===== src/rtl/mul_unit.sv =====
// mul_unit: iterative radix-2 shift-add 32x32 multiplier feeding the HI/LO write port.
// Signed ops 0/2 exist only when MUL_SIGNED_EN is defined; otherwise every op is unsigned.
module mul_unit #(
  parameter int WIDTH = 32
) (
  input  logic             clk,
  input  logic             rst,
  input  logic             start,
  input  logic [1:0]       op,
  input  logic [WIDTH-1:0] src_a,
  input  logic [WIDTH-1:0] src_b,
  output logic             busy,
  output logic             done,
  output logic             wr_en,
  output logic [1:0]       mul_mode,
  output logic [WIDTH-1:0] wr_hi,
  output logic [WIDTH-1:0] wr_lo
);
  localparam int CW = $clog2(WIDTH);
  typedef enum logic [1:0] {IDLE, RUN, SIGN, DONE} state_t;
  state_t state_q, state_d;
  logic [CW-1:0] cnt_q, cnt_d;
  logic [WIDTH-1:0] mcand_q, mcand_d;
  logic [2*WIDTH-1:0] acc_q, acc_d, prod_q, prod_d;
  logic neg_q, neg_d, acc_mode_q, acc_mode_d;
  logic [WIDTH:0] sum;
  logic [WIDTH-1:0] a_in, b_in;
  logic neg_in;
`ifdef MUL_SIGNED_EN
  logic sgn;
  assign sgn    = ~op[0];
  assign a_in   = (sgn && src_a[WIDTH-1]) ? -src_a : src_a;
  assign b_in   = (sgn && src_b[WIDTH-1]) ? -src_b : src_b;
  assign neg_in = sgn & (src_a[WIDTH-1] ^ src_b[WIDTH-1]);
`else
  assign a_in   = src_a;
  assign b_in   = src_b;
  assign neg_in = 1'b0;
`endif
  // upper accumulator half plus multiplicand, carry kept for the right shift
  assign sum = {1'b0, acc_q[2*WIDTH-1:WIDTH]} + {1'b0, acc_q[0] ? mcand_q : {WIDTH{1'b0}}};
  always_comb begin
    state_d    = state_q;
    cnt_d      = cnt_q;
    mcand_d    = mcand_q;
    acc_d      = acc_q;
    neg_d      = neg_q;
    acc_mode_d = acc_mode_q;
    prod_d     = prod_q;
    case (state_q)
      IDLE: if (start) begin
        state_d    = RUN;
        cnt_d      = '0;
        mcand_d    = a_in;
        acc_d      = {{WIDTH{1'b0}}, b_in};
        neg_d      = neg_in;
        acc_mode_d = op[1];
      end
      RUN: begin
        acc_d   = {sum, acc_q[WIDTH-1:1]};
        cnt_d   = cnt_q + CW'(1);
        state_d = (cnt_q == CW'(WIDTH - 1)) ? SIGN : RUN;
      end
      SIGN: begin
        prod_d  = neg_q ? -acc_q : acc_q;
        state_d = DONE;
      end
      default: state_d = IDLE;
    endcase
  end
  always_ff @(posedge clk) begin
    if (rst) begin
      state_q    <= IDLE;
      cnt_q      <= '0;
      mcand_q    <= '0;
      acc_q      <= '0;
      neg_q      <= 1'b0;
      acc_mode_q <= 1'b0;
      prod_q     <= '0;
    end else begin
      state_q    <= state_d;
      cnt_q      <= cnt_d;
      mcand_q    <= mcand_d;
      acc_q      <= acc_d;
      neg_q      <= neg_d;
      acc_mode_q <= acc_mode_d;
      prod_q     <= prod_d;
    end
  end
  assign busy     = state_q != IDLE;
  assign done     = state_q == DONE;
  assign wr_en    = done;
  assign mul_mode = done ? (acc_mode_q ? 2'd2 : 2'd1) : 2'd0;
  assign wr_hi    = prod_q[2*WIDTH-1:WIDTH];
  assign wr_lo    = prod_q[WIDTH-1:0];
endmodule

===== config.mk =====
export PLATFORM = sky130hd
export DESIGN_NAME = mul_unit
export DESIGN_NICKNAME = d
export VERILOG_FILES = /design/src/rtl/mul_unit.sv
export SDC_FILE = /design/constraint.sdc
export NUM_CORES = 1
export LEC_CHECK = 0
export CAP_MARGIN = 40
export CORE_MARGIN = 10
export CORE_UTILIZATION = 40
export CTS_CLUSTER_SIZE = 12
export DETAILED_ROUTE_END_ITERATION = 7
export PLACE_DENSITY = 0.64
export SYNTH_ARGS = -nofsm -noshare
export SYNTH_HDL_FRONTEND = slang
export SYNTH_SLANG_ARGS = --single-unit

===== constraint.sdc =====
create_clock -name clk -period 5 [get_ports clk]
set_input_delay 0.75 -clock clk [delete_from_list [all_inputs] [get_ports clk]]
set_output_delay 0.75 -clock clk [all_outputs]
set_load 0.05 [all_outputs]

; Yosys cells after proc, flatten, opt, wreduce, memory -nomap -nowiden
; Cells that the tools add are included.
[word_totals]
inputBits = 69
ff_bits = 168
[op_classes]
mux = 10
reduce_logical = 5
n_eq_ne = 5
add_sub_neg = 2
[ops]
columns = cell, count
row1 = $pmux W64 S2, 1
row2 = $mux W64, 1
row3 = $add A32 B32 Y33, 1
row4 = $mux W32, 1
row5 = $pmux W5 S2, 1
row6 = $mux W2, 4
row7 = $pmux W2 S3, 1
row8 = $add A5 B1 Y5 const B, 1
row9 = $eq A5 B5 Y1 const B, 1
row10 = $mux W5, 1
row11 = $eq A2 B2 Y1 const B, 2
row12 = $reduce_and A2 Y1, 2
row13 = $reduce_bool A2 Y1, 2
row14 = $eq A2 B1 Y1 const B, 1
row15 = $logic_not A2 Y1, 1
row16 = $ne A2 B2 Y1 const B, 1

; Depth between registers and ports, before layout
; Gate-level depths: netlist of run 1.
[logic_depth]
word_depth = 3
mapped_depth = 12
mapped_depth_nobuf = 11

; Worst setup path before layout of run 1
; OpenSTA, ideal clock, no wires.
[synth_timing]
kind = flip-flop to flip-flop
start = register acc_q[0]
end = register acc_q[63]
period_less_slack_ns = 2.559
slack_ns = 2.441
stages_incl_launch_ff = 13
arrival_ns = 2.474
cell_sequence = dfxtp_1 clkbuf_1 and2_1 ha_1 inv_1 fa_1 nand2b_1 a21oi_1 o21ai_1 a311o_1 nand4_1 nand4_1 a211oi_1
[synth_via]
elab_chain_cells = 3
[synth_rtl]
columns = item, line_no
row1 = from (decl), 24  ; logic [2*WIDTH-1:0] acc_q, acc_d, prod_q, prod_d;
row2 = from (signal assigned), 76  ; acc_q <= '0;
row3 = from (signal assigned), 84  ; acc_q <= acc_d;
row4 = $mux W32, 41  ; assign sum = {1'b0, acc_q[2*WIDTH-1:WIDTH]} + {1'b0, acc_q[0] ? mcand_q : {WIDTH{1'b0}}};
row5 = $add A32 B32 Y33, 41
row6 = $pmux W64 S2, 50  ; case (state_q)
; No other way between the ends.
; A chain may end at the register's enable or synchronous reset.

; Worst setup path in the final report of run 1
; Same ends and word-level chain as after synthesis.

==> results.py, run 1 <==
metrics = {
    "synth": {
        "yosysMostFrequentCell": "nand2_1",
        "yosysTopAreaCell": "dfxtp_1",
        "yosysSeqAreaShare_pct": 42.0,
        "synth_seq_cells": 168,
        "synthFlopType": "dfxtp_1",
        "syn_area_per_cell_um2": 7.55,
        "ys_top_cells_by_count": "nand2_1, dfxtp_1, a21oi_1",
        "ys_async_sr_fraction_pct": 0,
        "synthDistinctLibCells": 57,
        "synth_cells": 1060,
        "ys_warn_count": 0,
        "syn_nets": 1164,
        "synth.top_cell.area_share_pct": 42.0,
        "synth_edf_count": 0,
        "synth_area_mm2": 0.00800,
        "synthTopCellsByArea": "dfxtp_1, nand2_1, a21oi_1",
    },
    "global_route": {
        "grt_pass1_wl_mm": 36.5,
        "antenna_found_initial": 0,
        "grt-ovfl-total": 0,
        "grt_max_degree": 64,
        "grt_util_all_layers_pct": 16.8,
        "grt_pass1_vias": 6999,
    },
    "clock_tree": {
        "cts.repair.resized": 0,
        "post-cts-setup-buffer-count": 0,
        "clock_path_buffers": 2,
        "cts_root_buffer": "clkbuf_16",
        "cts_made_buffers": 17,
        "cts_max_level": 4,
        "clock_sinks": 168,
        "clkTransAtPathRegs_ns": 0.07,
        "clock_latency_ns": 0.43,
        "cts_tree": "yes",
        "ctsHoldBuffers": 0,
    },
    "sta": {
        "rsz0062_at_grt": "false",
        "clock_skew_ns": 0.0133,
        "finalHoldViolCount": 0,
        "hold_ws_ns": 0.450,
        "fin_crit_sh_pct": 63.8,
        "setup_ws_ns": 1.81,
        "slew_headroom_pct": 41.2,
        "layout_min_cycle_time_ns": 3.19,
        "slew_viol_final": 0,
        "worstMarginPinSlew_ns": 0.879,
        "fmax_mhz": 313,
        "setup_viol": 0,
        "final.setup.tns_ns": 0,
    },
    "place": {
        "dp_hpwl_mm": 15.8,
        "dpl_worst_slack_ns": 1.81,
        "place_congestion": 0.893,
        "placed_cells_incl_taps": 1402,
        "port-buffer-count": 136,
    },
    "die": {
        "initial_core_util_pct": 40.9,
        "num_rows": 51,
        "coreArea_mm2": 0.0196,
        "die_w_um": 161,
        "die_h_um": 161,
        "ios": 138,
        "die_area_mm2": 0.0261,
    },
    "routing": {
        "first_iter_violations": 414,
        "top_layer": "met4",
        "drtPass1Iterations": 7,
        "dr_wl_met3_mm": 1.14,
        "vias": 7376,
        "drc_errors": 0,
        "viasPerCell": 5.14,
        "antenna_left": 0,
        "dr_wl_met2_mm": 10.1,
        "wl_met1_mm": 10.5,
        "wl_mm": 22.1,
        "wire_per_inst_um": 15.4,
    },
    "layout": {
        "fin_cells": 1434,
        "areaGrowthSynthToFinish_pct": 26.5,
        "drive_above_1_share_pct": 5.30,
        "layout.nets": 1260,
        "diodes": 0,
    },
    "setup_path": {
        "crit_path_start_kind": "flop",
        "required_ns": 5.35,
        "rr_startpoint": "acc_q[0]",
        "cp.arrival_ns": 3.54,
        "endpoint_kind": "flop",
        "critPathMaxFanout": 25,
        "critPathKind": "reg2reg",
        "crit_start": "acc_q[0]",
    },
    "min_path": {
        "worstHoldPathType": "reg2reg",
        "hp-start": "mcand_q[30]",
    },
    "power": {
        "vdd_drop_max_mv": 0.272,
        "power_per_cell_area_mw_per_mm2": 296,
        "p_leak_nw": 3.84,
    },
    "flow_run": {
        "drv_cap": 0,
    },
    "outcome": {
        "status": "finished, final reports clean",
    },
}
[sequential cells by signal, indices dropped and copies added (netlist names)]
signal and count:
acc_q 64, prod_q 64, mcand_q 32, cnt_q 5, state_q 2, acc_mode_q 1
[cells in the final DEF, fill, tap and decap left out, drive strengths merged, types with 17 or more instances in the layout]
cell type and count:
nor2 124, and2 34, a21oi 154, clkbuf 17
nor4 33, nand2 253, inv 18, ha 34
dfxtp 168, clkdlybuf4s50 135, o21ai 33
[metal layers]
layer	track usage, %	vias up
met2	26.5	137
met3	4.78	21
met5	0	-
met1	21.9	3423
li1	-	3795
met4	4.43	0
[kinds of logic after synthesis]
logic type	Yosys count	synth area share [%]
XOR/XNOR	23	2.52
flip-flops	168	42.0
adder cells (fa/ha/maj)	35	5.57
AO/OA/AOI/OAI	238	17.2
multiplexers	4	0.516
buffers and inverters	81	4.05
AND/OR/NAND/NOR	511	28.2
[worst max-delay path, cell delays in order (launching register included)]
cell	delay, ns
dfxtp_1	0.86
and2_1	0.23
ha_1	0.16
inv_1	0.05
fa_1	0.37
nand2b_1	0.20
a21oi_1	0.20
o21ai_1	0.20
a311o_1	0.34
nand4_1	0.15
nand4_1	0.12
a211oi_1	0.22
[cell type report]
cell class / instances / area (um^2)
multi-input combinational: 811 / 4330
fill: 1989 / 9470
sequential: 168 / 3360
clock inverter: 15 / 156
timing repair buffer: 148 / 1480
clock buffer: 17 / 425
tap: 265 / 332
inverter: 10 / 37.5
[path summary, 6_finish.rpt]
path                      end  slack [ns]  cells past startpoint
setup reg to reg    acc_q[63]        1.81                     11
hold reg to reg   mcand_q[30]        0.45                      2
hold / removal    mcand_q[30]        0.45                      2
setup / recovery    acc_q[63]        1.81                     11
[where the power goes]
group          total [mW]  leakage, nW  switching (mW)  internal (mW)
combinational       0.271         2.19           0.155          0.116
clock                1.30        0.280           0.632          0.668
sequential           1.43         1.37          0.0394           1.39
[per-stage QoR]
step / instance area, um^2 / util, % / power (mW)
floorplan: 8000 / - / 1.61
global placement: 9500 / 48.5 / 1.72
detailed placement: 9540 / 48.7 / 1.73
CTS: 10100 / 51.7 / 3.02
global route: 10100 / 51.7 / 3.12
finish: 10100 / 51.7 / 3.00
Power figures use the tool's default switching activity.
==> inputs of run 2 (changes only) <==
clock period = 3.2 ns   (was 5 ns; I/O delays follow)
==> results.py, run 2 (synthesis results as in run 1) <==
metrics = {
    "clock_tree": {
        "cts_tree": "yes",
        "ctsHoldBuffers": 0,
        "clock_path_buffers": 2,
        "clock_latency_ns": 0.43,
        "cts_made_buffers": 17,
        "cts.repair.resized": 0,
        "clkTransAtPathRegs_ns": 0.07,
        "post-cts-setup-buffer-count": 0,
        "clock_sinks": 168,
        "cts_max_level": 4,
        "cts_root_buffer": "clkbuf_16",
    },
    "die": {
        "ios": 138,
        "initial_core_util_pct": 40.9,
        "die_area_mm2": 0.0261,
        "coreArea_mm2": 0.0196,
        "num_rows": 51,
        "die_w_um": 161,
        "die_h_um": 161,
    },
    "power": {
        "p_leak_nw": 3.87,
        "power_per_cell_area_mw_per_mm2": 462,
        "vdd_drop_max_mv": 0.355,
    },
    "sta": {
        "rsz0062_at_grt": "false",
        "slew_viol_final": 0,
        "fmax_mhz": 341,
        "worstMarginPinSlew_ns": 0.868,
        "final.setup.tns_ns": 0,
        "setup_viol": 0,
        "finalHoldViolCount": 0,
        "clock_skew_ns": 0.00759,
        "layout_min_cycle_time_ns": 2.93,
        "fin_crit_sh_pct": 91.5,
        "slew_headroom_pct": 42.1,
        "hold_ws_ns": 0.449,
    },
    "setup_path": {
        "slowest_stage": "dfxtp_1",
        "r2r_setup_slack_ns": 0.27,
        "r2r_cells": 10,
        "cp_cell_sequence": "buf_4 > and2_1 > ha_1 > a21oi_1 > o21ai_0 > a221oi_1 > buf_4 > nand4_1 > mux2i_1 > o21bai_1",
        "critPathKind": "reg2reg",
        "crit_path_start_kind": "flop",
        "rr_startpoint": "acc_q[0]",
        "endpoint_kind": "flop",
        "critPathMaxFanout": 19,
        "cpMostUsedCell": "buf_4",
        "r2r-end": "acc_q[59]",
        "max_stage_delay_ns": 0.43,
        "required_ns": 3.49,
        "cp.arrival_ns": 3.22,
    },
    "layout": {
        "design_area_mm2": 0.0102,
        "final_common_cell": "nand2_1",
        "diodes": 0,
        "fin_cells": 1445,
        "layout.nets": 1271,
        "layout_common_cells": "nand2_1, dfxtp_1, a21oi_1",
        "areaGrowthSynthToFinish_pct": 27.3,
        "fillerInstances": 1941,
        "drive_above_1_share_pct": 6.19,
        "finish.utilization_pct": 52.0,
        "top_regs": "acc_q x64, prod_q x64, mcand_q x32",
    },
    "routing": {
        "vias": 7434,
        "antenna_left": 0,
        "drtPass1Iterations": 4,
        "first_iter_violations": 460,
        "wl_mm": 22.5,
        "drc_errors": 0,
        "viasPerCell": 5.14,
        "wire_per_inst_um": 15.5,
    },
    "min_path": {
        "worstHoldPathType": "reg2reg",
        "whs_path_depth": 2,
        "hp-start": "mcand_q[9]",
        "whs_endpoint": "mcand_q[9]",
    },
    "global_route": {
        "grt_pass1_vias": 7348,
        "grt-ovfl-total": 0,
        "grt_max_degree": 80,
        "grt_pass1_wl_mm": 37.2,
        "antenna_found_initial": 0,
        "grt_util_all_layers_pct": 17.1,
    },
    "place": {
        "placed_cell_area_mm2": 0.00961,
        "dp_hpwl_mm": 15.7,
        "placed_cells_incl_taps": 1413,
        "place_congestion": 0.888,
        "port-buffer-count": 136,
    },
    "outcome": {
        "status": "finished, final reports clean",
    },
    "flow_run": {
        "drv_cap": 0,
    },
}
run 2: changes by cell type in the layout (fill, tap and decap cells not counted), sizes merged:
cell      previous run  this run
bufinv               0         1
clkinv               5         2
buf                 13        24
clkinvlp             2         4
run 2: metal layers:
layer | share of wire, % | up-vias | wire length [um] | global-route usage [%]
li1 | - | 3812 | - | -
met1 | 48 | 3455 | 10700 | 22.0
met2 | 46 | 137 | 10300 | 27.2
met3 | 4.6 | 30 | 1040 | 4.52
met4 | 1.9 | 0 | 429 | 5.46
met5 | 0 | - | 0 | 0
run 2: cell type report:
| cell class | instances | area [um^2] | share of cell area (%) |
|---|---|---|---|
| Tap cell | 265 | 332 | 3.25 |
| Multi-Input combinational cell | 811 | 4330 | 42.5 |
| Clock inverter | 15 | 156 | 1.54 |
| Inverter | 10 | 37.5 | 0.368 |
| Sequential cell | 168 | 3360 | 33.0 |
| Timing Repair Buffer | 159 | 1540 | 15.2 |
| Clock buffer | 17 | 425 | 4.18 |
run 2: how the worst max path moves through the flow:
stage	start	endpoint	slack, ns
after detailed placement	acc_q[0]	acc_q[59]	0.35
after floorplan	acc_q[0]	acc_q[63]	0.64
after global routing	acc_q[0]	acc_q[63]	0.13
after global placement	acc_q[0]	acc_q[59]	0.45
final	acc_q[0]	acc_q[59]	0.27
after CTS	acc_q[0]	acc_q[59]	0.32
run 2: power breakdown:
part           internal (mW)  leakage, nW  switching, mW
combinational          0.184         2.23          0.252
clock                   1.10        0.274          0.944
sequential              2.17         1.37         0.0562
total                   3.45         3.87           1.25
run 2: worst max-delay path: cells and delay by family, from the launching register on:
kind,cells,cell delay [ns]
adders and majority gates,1,0.29
AOI/OAI and AO/OA,4,1.11
DFF,1,0.43
muxes,1,0.19
buffers and inverters,2,0.47
and+or+nand+nor,2,0.31
run 2: per-stage QoR:
step                      total power, mW  worst slack [ns]
after floorplan                      2.52             0.641
after global placement               2.71             0.447
after detailed placement             2.71             0.348
after CTS                            4.75             0.323
after global routing                 4.91             0.132
final                                4.71             0.271
